### config.mk
export PLATFORM = sky130hd
export DESIGN_NAME = uart_receiver
export DESIGN_NICKNAME = d
export VERILOG_FILES = /design/src/rtl/uart_pkg.sv /design/src/rtl/rx_synchronizer.sv /design/src/rtl/uart_receiver.sv
export SDC_FILE = /design/constraint.sdc
export NUM_CORES = 1
export LEC_CHECK = 0
export ABC_AREA = 1
export BUFFER_PORTS_ARGS = -buffer_cell sky130_fd_sc_hd__buf_2
export CORE_MARGIN = 4
export CORE_UTILIZATION = 50
export CTS_CLUSTER_SIZE = 28
export DETAILED_ROUTE_END_ITERATION = 10
export PLACE_DENSITY = 0.74
export RECOVER_POWER = 100
export SETUP_SLACK_MARGIN = 0.02
export SLEW_MARGIN = 40
export SYNTH_ARGS = -nofsm -noshare
export SYNTH_HDL_FRONTEND = slang
export SYNTH_SLANG_ARGS = --single-unit
### constraint.sdc
create_clock -name clk_50MHz -period 1.35 [get_ports clk_50MHz]
set_input_delay 0.135 -clock clk_50MHz [delete_from_list [all_inputs] [get_ports clk_50MHz]]
set_output_delay 0.135 -clock clk_50MHz [all_outputs]
set_load 0.01 [all_outputs]
### src/rtl/uart_pkg.sv
// Shared UART definitions used by the receiver and the transmitter.
//   uart_state_t  : frame FSM encoding (IDLE/START/DATA/STOP)
//   OVERSAMPLE    : ticks per bit period
//   MID_TICK      : tick index that lands mid start bit
//   DEFAULT_DBITS : default data bits per frame
package uart_pkg;

  typedef enum logic [1:0] {
    IDLE  = 2'd0,
    START = 2'd1,
    DATA  = 2'd2,
    STOP  = 2'd3
  } uart_state_t;

  localparam int OVERSAMPLE    = 16;
  localparam int MID_TICK      = 7;
  localparam int DEFAULT_DBITS = 8;

endpackage

### src/rtl/rx_synchronizer.sv
// Two-flop synchronizer for an asynchronous single-bit input.
// Both flops reset to RST_VAL so an idle-high line does not look like a
// start bit coming out of reset.
//   clk_50MHz : system clock
//   reset     : synchronous, active-high
//   d         : asynchronous input
//   q         : synchronized output
module rx_synchronizer #(
  parameter logic RST_VAL = 1'b1
) (
  input  logic clk_50MHz,
  input  logic reset,
  input  logic d,
  output logic q
);

  logic meta;

  always_ff @(posedge clk_50MHz) begin
    if (reset) begin
      meta <= RST_VAL;
      q    <= RST_VAL;
    end else begin
      meta <= d;
      q    <= meta;
    end
  end

endmodule

### src/rtl/uart_receiver.sv
// UART receiver (8N1 by default) driven by a 16x oversampling tick.
// Recovered bytes sit in a ready/valid holding register; stop-bit errors and
// overwrites of an unconsumed byte are reported as one-cycle pulses.
//   clk_50MHz   : system clock
//   reset       : synchronous, active-high
//   tick        : oversampling strobe, 16 per bit
//   rx          : asynchronous serial input, idles high
//   rx_data     : received byte, valid while rx_valid
//   rx_valid    : holding register full
//   rx_ready    : consumer accepts when rx_valid && rx_ready
//   framing_err : pulse, stop bit sampled low
//   overrun     : pulse, unconsumed byte overwritten
//
// state | meaning
// IDLE  | waiting for a low level on the synchronized line
// START | counting to mid start bit to confirm it
// DATA  | sampling data bits mid-bit, LSB first
// STOP  | counting to mid stop bit, then deliver or flag
module uart_receiver
  import uart_pkg::*;
#(
  parameter int DBITS   = DEFAULT_DBITS,
  parameter int SB_TICK = OVERSAMPLE
) (
  input  logic             clk_50MHz,
  input  logic             reset,
  input  logic             tick,
  input  logic             rx,
  output logic [DBITS-1:0] rx_data,
  output logic             rx_valid,
  input  logic             rx_ready,
  output logic             framing_err,
  output logic             overrun
);

  localparam int NW = (DBITS > 1) ? $clog2(DBITS) : 1;

  localparam logic [3:0]    S_MID  = 4'(MID_TICK);
  localparam logic [3:0]    S_LAST = 4'(OVERSAMPLE - 1);
  localparam logic [3:0]    S_STOP = 4'(SB_TICK - 1);
  localparam logic [NW-1:0] N_LAST = NW'(DBITS - 1);

  logic rx_s;

  uart_state_t      state, state_n;
  logic [3:0]       s, s_n;
  logic [NW-1:0]    n, n_n;
  logic [DBITS-1:0] b, b_n;
  logic             deliver;
  logic             stop_bad;

  rx_synchronizer #(.RST_VAL(1'b1)) u_sync (
    .clk_50MHz (clk_50MHz),
    .reset     (reset),
    .d         (rx),
    .q         (rx_s)
  );

  always_ff @(posedge clk_50MHz) begin
    if (reset) begin
      state <= IDLE;
      s     <= '0;
      n     <= '0;
      b     <= '0;
    end else begin
      state <= state_n;
      s     <= s_n;
      n     <= n_n;
      b     <= b_n;
    end
  end

  always_comb begin
    state_n  = state;
    s_n      = s;
    n_n      = n;
    b_n      = b;
    deliver  = 1'b0;
    stop_bad = 1'b0;
    case (state)
      IDLE: begin
        if (!rx_s) begin
          state_n = START;
          s_n     = '0;
        end
      end
      START: begin
        if (tick) begin
          if (s == S_MID) begin
            // still low at mid start bit: a real start; otherwise a glitch
            if (!rx_s) begin
              state_n = DATA;
              s_n     = '0;
              n_n     = '0;
            end else begin
              state_n = IDLE;
            end
          end else begin
            s_n = s + 4'd1;
          end
        end
      end
      DATA: begin
        if (tick) begin
          if (s == S_LAST) begin
            b_n = {rx_s, b[DBITS-1:1]};
            s_n = '0;
            if (n == N_LAST) begin
              state_n = STOP;
            end else begin
              n_n = n + 1'b1;
            end
          end else begin
            s_n = s + 4'd1;
          end
        end
      end
      STOP: begin
        if (tick) begin
          // leave at mid stop bit so a back-to-back start edge is not missed
          if (s == S_STOP) begin
            state_n  = IDLE;
            deliver  = rx_s;
            stop_bad = !rx_s;
          end else begin
            s_n = s + 4'd1;
          end
        end
      end
      default: state_n = IDLE;
    endcase
  end

  always_ff @(posedge clk_50MHz) begin
    if (reset) begin
      rx_data     <= '0;
      rx_valid    <= 1'b0;
      framing_err <= 1'b0;
      overrun     <= 1'b0;
    end else begin
      framing_err <= stop_bad;
      // an accept in the same cycle frees the slot, so that is not an overrun
      overrun     <= deliver && rx_valid && !rx_ready;
      if (deliver) begin
        rx_data  <= b;
        rx_valid <= 1'b1;
      end else if (rx_valid && rx_ready) begin
        rx_valid <= 1'b0;
      end
    end
  end

endmodule

==> results of run 1 <==
power groups by stage:
| stage | Combinational [µW] | Sequential (µW) | Clock (µW) |
|---|---|---|---|
| 6_report | 321 | 929 | 563 |
| 5_1_grt | 349 | 934 | 600 |
| 4_1_cts | 270 | 928 | 564 |
| 3_5_place_dp | 225 | 942 | 0 |
| 3_3_place_gp | 219 | 942 | 0 |
| 2_1_floorplan | 159 | 935 | 0 |
stage by stage:
stage	area, µm²	util, %	setup slack [ns]	setup TNS [ns]
floorplan	1330	-	0.0121	0
global placement	1530	61.2	-0.0387	-0.103
detailed placement	1530	61.2	-0.164	-0.906
CTS	1720	69.0	-0.0799	-0.241
global route	1850	73.8	-0.118	-1.73
finish	1850	73.8	-0.0448	-0.147
cells by family (layout without fill, tap and decap cells):
group                      count (synthesis)  after routing
AOI/OAI and AO/OA                         37             37
xor gates and xnor gates                   1              1
adders and majority gates                  3              3
buffers and inverters                     31             69
DFF                                       30             30
and+or+nand+nor                           75             76
metal layers:
metal / vias to the layer above / GRT usage (%) / routed length, µm
met1: 614 / 22.3 / 1350
met4: 0 / 6.65 / 97
li1: 648 / - / -
met2: 37 / 32.6 / 1690
met3: 15 / 7.19 / 171
met5: - / 0 / 0
registers in the layout, indices dropped and copies added (netlist names), named ones only:
| register | flops |
|---|---|
| state | 1 |
| u_sync.meta | 1 |
| b | 8 |
| u_sync.q | 1 |
| rx_valid | 1 |
| overrun | 1 |
| rx_data | 8 |
| n | 3 |
| framing_err | 1 |
| s | 4 |
cell type report:
cell class,count,area [µm²]
Clock inverter,1,5.00
Clock buffer,7,55.1
Tap cell,30,37.5
Multi-Input combinational cell,117,801
Sequential cell,30,606
Fill cell,189,654
Inverter,25,98.8
Timing Repair Buffer,36,243
how the worst max path moves through the flow:
stage	depth (start not counted)	endpoint	from
4_1_cts	7	n[2]	n[1]
3_3_place_gp	7	n[1]	n[0]
3_5_place_dp	7	n[1]	n[0]
5_1_grt	8	n[0]	n[0]
2_1_floorplan	7	n[1]	n[0]
6_report	9	register	n[1]
placed cells by master, fill, tap and decap left out, types with 2 or more instances in the layout:
cell type | netlist | routed
nand2_2 | 0 | 3
buf_6 | 1 | 5
inv_1 | 21 | 20
nand2_1 | 28 | 23
nor2_4 | 1 | 3
nor2_1 | 26 | 25
dlygate4sd3_1 | 0 | 2
buf_4 | 0 | 14
dfxtp_1 | 30 | 26
clkbuf_4 | 0 | 5
or2_2 | 2 | 2
clkbuf_1 | 1 | 12
buf_2 | 3 | 4
nand3_4 | 1 | 3
nand2_4 | 0 | 2
o21ai_0 | 18 | 4
inv_2 | 4 | 4
dfxtp_2 | 0 | 4
ha_4 | 0 | 3
o21ai_1 | 1 | 4
nand3_2 | 2 | 5
o21ai_2 | 0 | 11
nand3_1 | 9 | 5
a21oi_2 | 1 | 9
a21oi_1 | 16 | 7
timing repair:
action,4_1_cts,5_1_grt
cloned,1,0
pin swaps,15,18
endpoints found under the hold margin,1,1
buffers inserted,2,1
resized for setup,32,37
hold buffers,1,1
setup endpoints to repair,26,26
==> results.md, run 1 <==
* Area fraction of the dominant cell type after synthesis at 45.2%
* Post-synthesis cell count at 177
* Vias per cell at about 5.3
* Int Pwr at 1290 µW
* Register-to-Register Path Depth at 9
* Final non-filler cell total at 246
* Clk Latency, worst-skew pair at 0.33 ns
* Max incr delay on CP at about 0.37 ns
* Gpl congestion at 0.875
* Tightest Pin Transition at around 0.43 ns
* Die Span Y at 59.6 µm
* Clock-pin slew on the worst setup and hold paths at 0.09 ns
* Syn_area_per_cell at 7.51 µm²
* Setup Viol. Count Final at 6
* Worst min path class: in2reg
* Residual DRC at 0
* Final Slew Violations at 0
* Largest family of logic cells by synthesized area: simple AND/OR/NAND/NOR gates
* Clk buf depth at 2
* Post-synthesis async set-or-reset flop share at 0%
* Cell variety after synth at 27
* 1st-pass router iterations at 5
* Largest net degree at the start of global routing at 18
* Final ANT Viol Nets at 0
* Clk_skew at 0.00605 ns
* Routed wire length at 3.31 mm
* Placed cells at between 200 and 250
* Core area at 2500 µm²
* Root buf cell: clkbuf_4
* Routed WL per cell at about 13 µm
* Synth Area in Simple Gates at a little over a quarter
* Post-synthesis cell area at about 1300 µm²
* Status: finished with violations
* Xor and xnor area share after synthesis at 0.659%
* Yosys warnings at 0
* Crit-path cells: ha_4 -> ha_4 -> nand3b_1 -> buf_4 -> nand2_4 -> nor2_4 -> nand3_2 -> nand2_2 -> a21oi_2
* P_sw at between 500 and 600 µW
* Tot Pwr at 1810 µW
* Sequential power share at 51.3%
* Crit path DAT at around 1.6 ns
* Crit-path slowest cell: dfxtp_2
* CP delay by family, top: simple AND/OR/NAND/NOR gates
* Count leader, synth: dfxtp_1
* Required time of the critical path at 1.58 ns
* Synth Net Count at about 190
* Slew HR at 71.1%
* Hold_sp: reset
* Synth-to-Final Area Change at 38.9%
* #FFs+latches synth at 30
* Combinational share of power at 17.7%
* Die Width at 59.6 µm
* Main synth FF type: dfxtp_1
* PwrDens at about 980 nW/µm²
* Worst reg2reg startpoint: n[1]
* RSZ-0062 raised after global routing: yes
* Startpoint types: register
* TritonCTS Buffers at 5
* Site Rows at 18
* Sw Ratio at 29.1%
* Min cycle time layout at 1.39 ns
* Grt total ovfl at 0
* Fin crit share at 103%
* Share of cells above drive strength 1 at 38.0%
* Failing checks: negative setup slack
* Crit path capture type: register
* Cell taking the most area after synthesis: dfxtp_1
* Crit Path Class: reg2reg
* Vias in the first global route at 1,189
* Clk network pwr share at 31.0%
* Starting Density at a little over half
* Final Hold Fails at 0
* HPWL after DPL at between 2 and 2.5 mm
* Gr usage total at 19.3%
* CP dominant cell by count: ha_4
* Number of diodes at 0
* Final nets at 223
* Fmax achieved at 717 MHz
* Sequential fraction of the synthesis area at 45.2%
* Iter 0 DRT Violations at 51
* Reg2Reg Setup Slack at -0.04 ns
* Most instantiated cells after synthesis: 30 x dfxtp_1, 28 x nand2_1, 26 x nor2_1
* Initial antenna violation count at 0
* Post-Synth Adder-Cell Area at approximately 2.8%
* Clock tree sinks at 30
* Worst vdd ir at between 0.9 and 1 mV
* Setup ws final at -0.0448 ns
* Vias at 1,314
* Mux cell area share after synthesis at 0%
* Leak pwr at 0.000722 µW
* Ranking of synthesized cells by area: dfxtp_1 45%, nand2_1 7.9%, nor2_1 7.3%
* Die area at 3550 µm²
* Port Buffers at 15
* Hold Path Depth at 2
* Ports at 16
* Max-Cap Viols at 0
* Synth Area in Compound Gates at 14.3%
* H-tree levels at 2
* Worst Path Max Fanout at 3
* Global-route wire length before repair at 5.06 mm
* CTS tree: done
* Hold slack at 0.0969 ns
* Number of synthesized flops with an enable pin at 0
* Critical path buffers and inverters at 1
Power figures use the tool's default switching activity.
==> run 2, diff against run 1 <==
Settings changed: CORE_UTILIZATION 50 to 53, CTS_BUF_LIST set to sky130_fd_sc_hd__clkbuf_2 sky130_fd_sc_hd__clkbuf_4 sky130_fd_sc_hd__clkbuf_8, PLACE_DENSITY 0.74 to 0.78.
==> run 2 against run 1 <==
Net effect:
- the run still ends with negative setup slack left
- clock power grew 33%
- combinational power decreased by 2%
- critical path depth down 3
- sequential cell count unchanged
- via count fell by 1.6%
- sequential power about the same
- clock skew about the same
- register-to-register slack is essentially flat
- largest cell class unchanged
==> results.md, run 2 (synthesized netlist as in run 1, its figures left out) <==
* RSZ-0062 raised after global routing: yes
* Number of diodes at 0 (unchanged)
* Clk Latency, worst-skew pair at 0.34 ns (about the same)
* Setup Viol. Count Final at 7 (+1)
* Port Buffers at 15 (unchanged)
* Hold slack at 0.0935 ns (-0.00335 ns)
* CTS tree: done
* Slew HR at 74.6% (+3.5 points)
* Most frequent cells in the layout: 26 x dfxtp_1, 25 x nand2_1, 25 x nor2_1
* Sequential power share at 46.6% (-4.7 points)
* Share of cells above drive strength 1 at 33.0% (-4.9 points)
* Fillers at 157 (-17%)
* Required time of the critical path at 1.58 ns (about the same)
* Vias in the first global route at 1,106 (-7.0%)
* Vias at 1,293 (-1.6%)
* Status: finished with violations
* Worst Path Max Fanout at 8 (+5)
* Max-Cap Viols at 0 (unchanged)
* Fin crit share at 102% (-1.0 points)
* Worst min path class: in2reg
* Crit path capture type: register
* P_sw at 527 µW (-0.26%)
* Crit Path Class: reg2reg
* 1st-pass router iterations at 5 (unchanged)
* Setup ws final at -0.0306 ns (+0.0142 ns)
* Global-route wire length before repair at 4.81 mm (-5.0%)
* Failing checks: negative setup slack
* Min cycle time layout at 1.38 ns (-0.0142 ns)
* Leak pwr at 0.000708 µW (-1.9%)
* Clock tree sinks at 30 (unchanged)
* Core area at 2300 µm² (-8.1%)
* Tightest Pin Transition at 0.381 ns (-0.0517 ns)
* Commonest non-fill, non-tap cell in the layout: dfxtp_1
* PwrDens at 1120 nW/µm² (+14%)
* Initial antenna violation count at 0 (unchanged)
* Hold_sp: reset
* Hold Path Depth at 2 (unchanged)
* Sw Ratio at 26.5% (-2.6 points)
* Regs by FF count: b x8, rx_data x8, s x4
* Gpl congestion at 0.900 (+2.9%)
* Final ANT Viol Nets at 0 (unchanged)
* Clk network pwr share at 37.6% (+6.6 points)
* Final Hold Fails at 0 (unchanged)
* Post-route cell area at 1770 µm² (-4.0%)
* Site Rows at 17 (-1)
* RR Endpoint: rx_data[4]
* Root buf cell: clkbuf_4
* Hold path endpoint: s[3]
* Int Pwr at 1460 µW (+14%)
* Clock-pin slew on the worst setup and hold paths at 0.09 ns (about the same)
* Placed cell area at 1520 µm² (-0.65%)
* Routed WL per cell at 14.1 µm (+4.5%)
* Die area at 3370 µm² (-4.9%)
* Reg2Reg Setup Slack at -0.03 ns (about the same)
* Largest net degree at the start of global routing at 18 (unchanged)
* Gr usage total at 19.1% (-0.19 points)
* Final nets at 220 (-1.3%)
* Register-to-Register Path Depth at 6 (-3)
* H-tree levels at 2 (unchanged)
* Clk_skew at 0.00626 ns (+0.000206 ns)
* Die Span Y at 58.1 µm (-2.5%)
* TritonCTS Buffers at 5 (unchanged)
* Fmax achieved at 724 MHz (+1.0%)
* Routed wire length at 3.37 mm (+1.9%)
* Worst reg2reg startpoint: s[1]
* Crit path DAT at 1.61 ns (about the same)
* Worst vdd ir at 0.930 mV (+0.68%)
* Residual DRC at 0 (unchanged)
* HPWL after DPL at 2.00 mm (-0.73%)
* Starting Density at 57.8% (+4.7 points)
* Ports at 16 (unchanged)
* Vias per cell at 5.39 (+0.86%)
* Combinational share of power at 15.8% (-1.9 points)
* Iter 0 DRT Violations at 55 (+7.8%)
* Placement Setup Slack at -0.109 ns (+0.0546 ns)
* Synth-to-Final Area Change at 33.3%
* Grt total ovfl at 0 (unchanged)
* Die Width at 58.1 µm (-2.5%)
* Clk buf depth at 2 (unchanged)
* Final Slew Violations at 0 (unchanged)
* Startpoint types: register
-- run 2: per-layer routing --
metal  share of wire (%)  routed length [µm]  track usage [%]  vias up
li1                    -                   -                -      642
met1                  42                1430             22.5      603
met2                  49                1670             30.2       41
met3                 6.5                 218             7.13        7
met4                 1.7                  56             9.93        0
met5                   0                   0                0        -
-- run 2: worst max-delay path by stage --
stage	from	cells after the start	slack, ns	to
after floorplan	n[0]	7	0.01	n[1]
after global placement	n[0]	7	-0.04	n[2]
after detailed placement	n[0]	7	-0.11	n[2]
after CTS	n[1]	9	-0.03	register
after global routing	n[1]	7	-0.10	n[1]
final	s[1]	6	-0.03	rx_data[4]
-- run 2: power by group through the flow --
| stage | registers, µW | clock network, µW | logic, µW |
|---|---|---|---|
| 6_report | 927 | 748 | 314 |
| 5_1_grt | 930 | 808 | 342 |
| 4_1_cts | 928 | 744 | 266 |
| 3_5_place_dp | 942 | 0 | 226 |
| 3_3_place_gp | 942 | 0 | 219 |
| 2_1_floorplan | 935 | 0 | 159 |
-- run 2: cell type report --
| cell class | instances | area [µm²] | share of cell area, % |
|---|---|---|---|
| Clock buffer | 6 | 51.3 | 2.90 |
| Multi-Input combinational cell | 117 | 743 | 41.9 |
| Timing Repair Buffer | 33 | 213 | 12.0 |
| Clock inverter | 1 | 30.0 | 1.69 |
| Sequential cell | 30 | 606 | 34.2 |
| Tap cell | 28 | 35.0 | 1.98 |
| Inverter | 25 | 93.8 | 5.30 |
-- run 2: repair_timing --
action	CTS	global route
hold endpoints to repair	2	0
gates cloned	1	0
setup endpoints to repair	26	26
resized for setup	22	30
pin swaps	11	11
hold buffers	2	0
buffers inserted	0	1
-- run 2: stage by stage --
stage	power, µW	TNS (ns)	instances	utilization (%)
CTS	1940	-0.0729	239	74.3
detailed placement	1170	-0.456	229	66.2
global placement	1160	-0.0897	229	66.2
finish	1990	-0.156	240	77.1
global route	2080	-0.988	240	77.1
floorplan	1090	0	177	-
-- run 2: critical path, stage by stage, from the launching register on --
cell     delay (ns)
dfxtp_2        0.36
ha_4           0.16
nand3_4        0.11
nor2_4         0.17
nand3_2        0.23
o21ai_2        0.19
a21oi_1        0.05
==> run 3, diff against run 2 <==
Settings changed: SETUP_SLACK_MARGIN 0.02 to 0.2.
==> run 3 against run 2 <==
Net effect:
- the flow still finishes with violations (negative setup slack)
- first-iteration DRC count up 35%
- cell area grew 3.2%
- clock-buffer cell count is 1 lower
- critical path type unchanged
- highest routed layer unchanged
==> results.md, run 3 (synthesized netlist as in run 1, its figures left out) <==
* 1st-pass router iterations at 5 (unchanged)
* Max incr delay on CP at 0.37 ns (about the same)
* RSZ-0062 raised after global routing: yes
* Starting Density at 57.8% (unchanged)
* Fillers at 159 (+1.3%)
* Crit path DAT at 1.67 ns (+0.06 ns)
* Global-route wire length before repair at 5.35 mm (+11%)
* Commonest non-fill, non-tap cell in the layout: nand2_1
* Failing checks: negative setup slack
* Regs by FF count: b x8, rx_data x8, s x4
* Grt total ovfl at 0 (unchanged)
* Crit Path Class: reg2reg
* Gr usage total at 21.0% (+1.9 points)
* Worst Path Max Fanout at 5 (-3)
* PwrDens at 1040 nW/µm² (-6.9%)
* Placed cell area at 1480 µm² (-2.5%)
* Tightest Pin Transition at 0.330 ns (-0.0515 ns)
* Leak pwr at 0.000696 µW (-1.8%)
* Met1 WL at 1.54 mm (+7.6%)
* Final Hold Fails at 0 (unchanged)
* Startpoint types: register
* Crit-path cells: ha_4 -> nand3_4 -> nor2_4 -> buf_12 -> nand3_4 -> o21ai_1 -> a21oi_2
* Worst vdd ir at 0.987 mV (+6.1%)
* Register-to-Register Path Depth at 7 (+1)
* DR top layer: met4
* Initial antenna violation count at 0 (unchanged)
* Post-route cell area at 1830 µm² (+3.2%)
* Fin crit share at 106% (+3.5 points)
* Final core occ at 79.6% (+2.5 points)
* HPWL after DPL at 1.87 mm (-6.5%)
* TritonCTS Buffers at 5 (unchanged)
* Vias in the first global route at 1,207 (+9.1%)
* Die Width at 58.1 µm (unchanged)
* Clk_skew at 0.00675 ns (+0.000496 ns)
* Die Span Y at 58.1 µm (unchanged)
* Crit path capture type: register
* Worst min path class: in2reg
* Synth-to-Final Area Change at 37.6%
* Final Slew Violations at 0 (unchanged)
* H-tree levels at 2 (unchanged)
* CP dominant cell by count: nand3_4
* Residual DRC at 0 (unchanged)
* Metal3 WL at 210 µm (-3.7%)
* Site Rows at 17 (unchanged)
* Met2 wire length at 1.88 mm (+13%)
* Crit-path slowest cell: dfxtp_2
* Final ANT Viol Nets at 0 (unchanged)
* Hold Path Depth at 2 (unchanged)
* Clk buf depth at 2 (unchanged)
* Setup ws final at -0.0779 ns (-0.0473 ns)
* Clock tree sinks at 30 (unchanged)
* Placement Setup Slack at -0.0715 ns (+0.0377 ns)
* Clock-pin slew on the worst setup and hold paths at 0.10 ns (about the same)
* Root buf cell: clkbuf_4
* Port Buffers at 15 (unchanged)
* Share of cells above drive strength 1 at 33.0% (unchanged)
* Vias at 1,346 (+4.1%)
* Ports at 16 (unchanged)
* Required time of the critical path at 1.60 ns (+0.02 ns)
* CTS tree: done
* Most frequent cells in the layout: 26 x nand2_1, 24 x nor2_1, 23 x dfxtp_1
* Max-Cap Viols at 0 (unchanged)
* Routed wire length at 3.74 mm (+11%)
* Min cycle time layout at 1.43 ns (+0.0473 ns)
* Slew HR at 78.0% (+3.5 points)
* Die area at 3370 µm² (unchanged)
* Status: finished with violations
* Routed WL per cell at 15.6 µm (+11%)
* Fmax achieved at 700 MHz (-3.3%)
* Number of diodes at 0 (unchanged)
* Gpl congestion at 0.874 (-2.9%)
* Clk Latency, worst-skew pair at 0.35 ns (about the same)
* Setup Viol. Count Final at 15 (+8)
* Final nets at 219 (-0.45%)
* Largest net degree at the start of global routing at 21 (+3)
* Core area at 2300 µm² (unchanged)
* Vias per cell at 5.61 (+4.1%)
* Iter 0 DRT Violations at 74 (+35%)
==> run 3: cell types whose count changed in the layout (fill, tap and decap cells not counted), sizes merged <==
cell / before / now
buf: 20 / 16
clkbuf: 17 / 16
clkinv: 0 / 4
dlygate4sd3: 2 / 1
inv: 25 / 24
nand3: 13 / 16
==> run 3: what timing repair did <==
| action | 4_1_cts | 5_1_grt |
|---|---|---|
| cloned | 3 | 2 |
| resized for setup | 20 | 25 |
| hold buffers | 1 | 0 |
| endpoints found under the setup margin | 27 | 28 |
| pin swaps | 11 | 12 |
| endpoints found under the hold margin | 1 | 0 |
| setup buffers | 7 | 1 |
==> run 3: report_power, final <==
| group | internal (µW) | switching (µW) | leakage, µW |
|---|---|---|---|
| combinational | 91.4 | 152 | 0.000406 |
| clock | 383 | 337 | 0.0000450 |
| sequential | 909 | 37.1 | 0.000245 |
| total | 1380 | 526 | 0.000696 |
==> run 3: worst max-delay path, delay by kind of cell (launching register included) <==
family          cells  cell delay, ns
compound gates      2            0.25
simple gates        3            0.41
buf+inv             1            0.14
fa+ha+maj           1            0.15
flops               1            0.37
==> run 3: final timing paths <==
| kind | slack (ns) | endpoint | startpoint |
|---|---|---|---|
| max | -0.08 | rx_data[6] | s[1] |
| min | 0.04 | overrun | rx_ready |
| max reg2reg | -0.08 | rx_data[6] | s[1] |
| min reg2reg | 0.43 | u_sync.q | u_sync.meta |
==> run 3: metrics by stage <==
step           setup TNS (ns)  power, µW  instances  hold slack [ns]
4_1_cts                -0.110       1870        237          0.00548
2_1_floorplan               0       1100        177            0.206
3_3_place_gp           -0.149       1150        218            0.322
5_1_grt                 -1.96       1990        240           0.0458
3_5_place_dp           -0.472       1160        218            0.321
6_report               -0.449       1910        240           0.0412
==> run 3: per-layer routing <==
metal	vias up	global-route usage [%]
met5	-	0
met4	0	11.9
met3	10	6.90
met2	46	33.7
met1	642	24.3
li1	648	-
==> run 3: area by class of cell <==
cell class | instances | area [µm²] | area share, %
tap | 28 | 35.0 | 1.92
multi-input combinational | 120 | 802 | 43.9
timing repair buffer | 28 | 198 | 10.8
sequential | 30 | 609 | 33.3
inverter | 25 | 101 | 5.54
clock inverter | 3 | 40.0 | 2.19
clock buffer | 5 | 37.5 | 2.05
timing repair inverter | 1 | 5.00 | 0.274
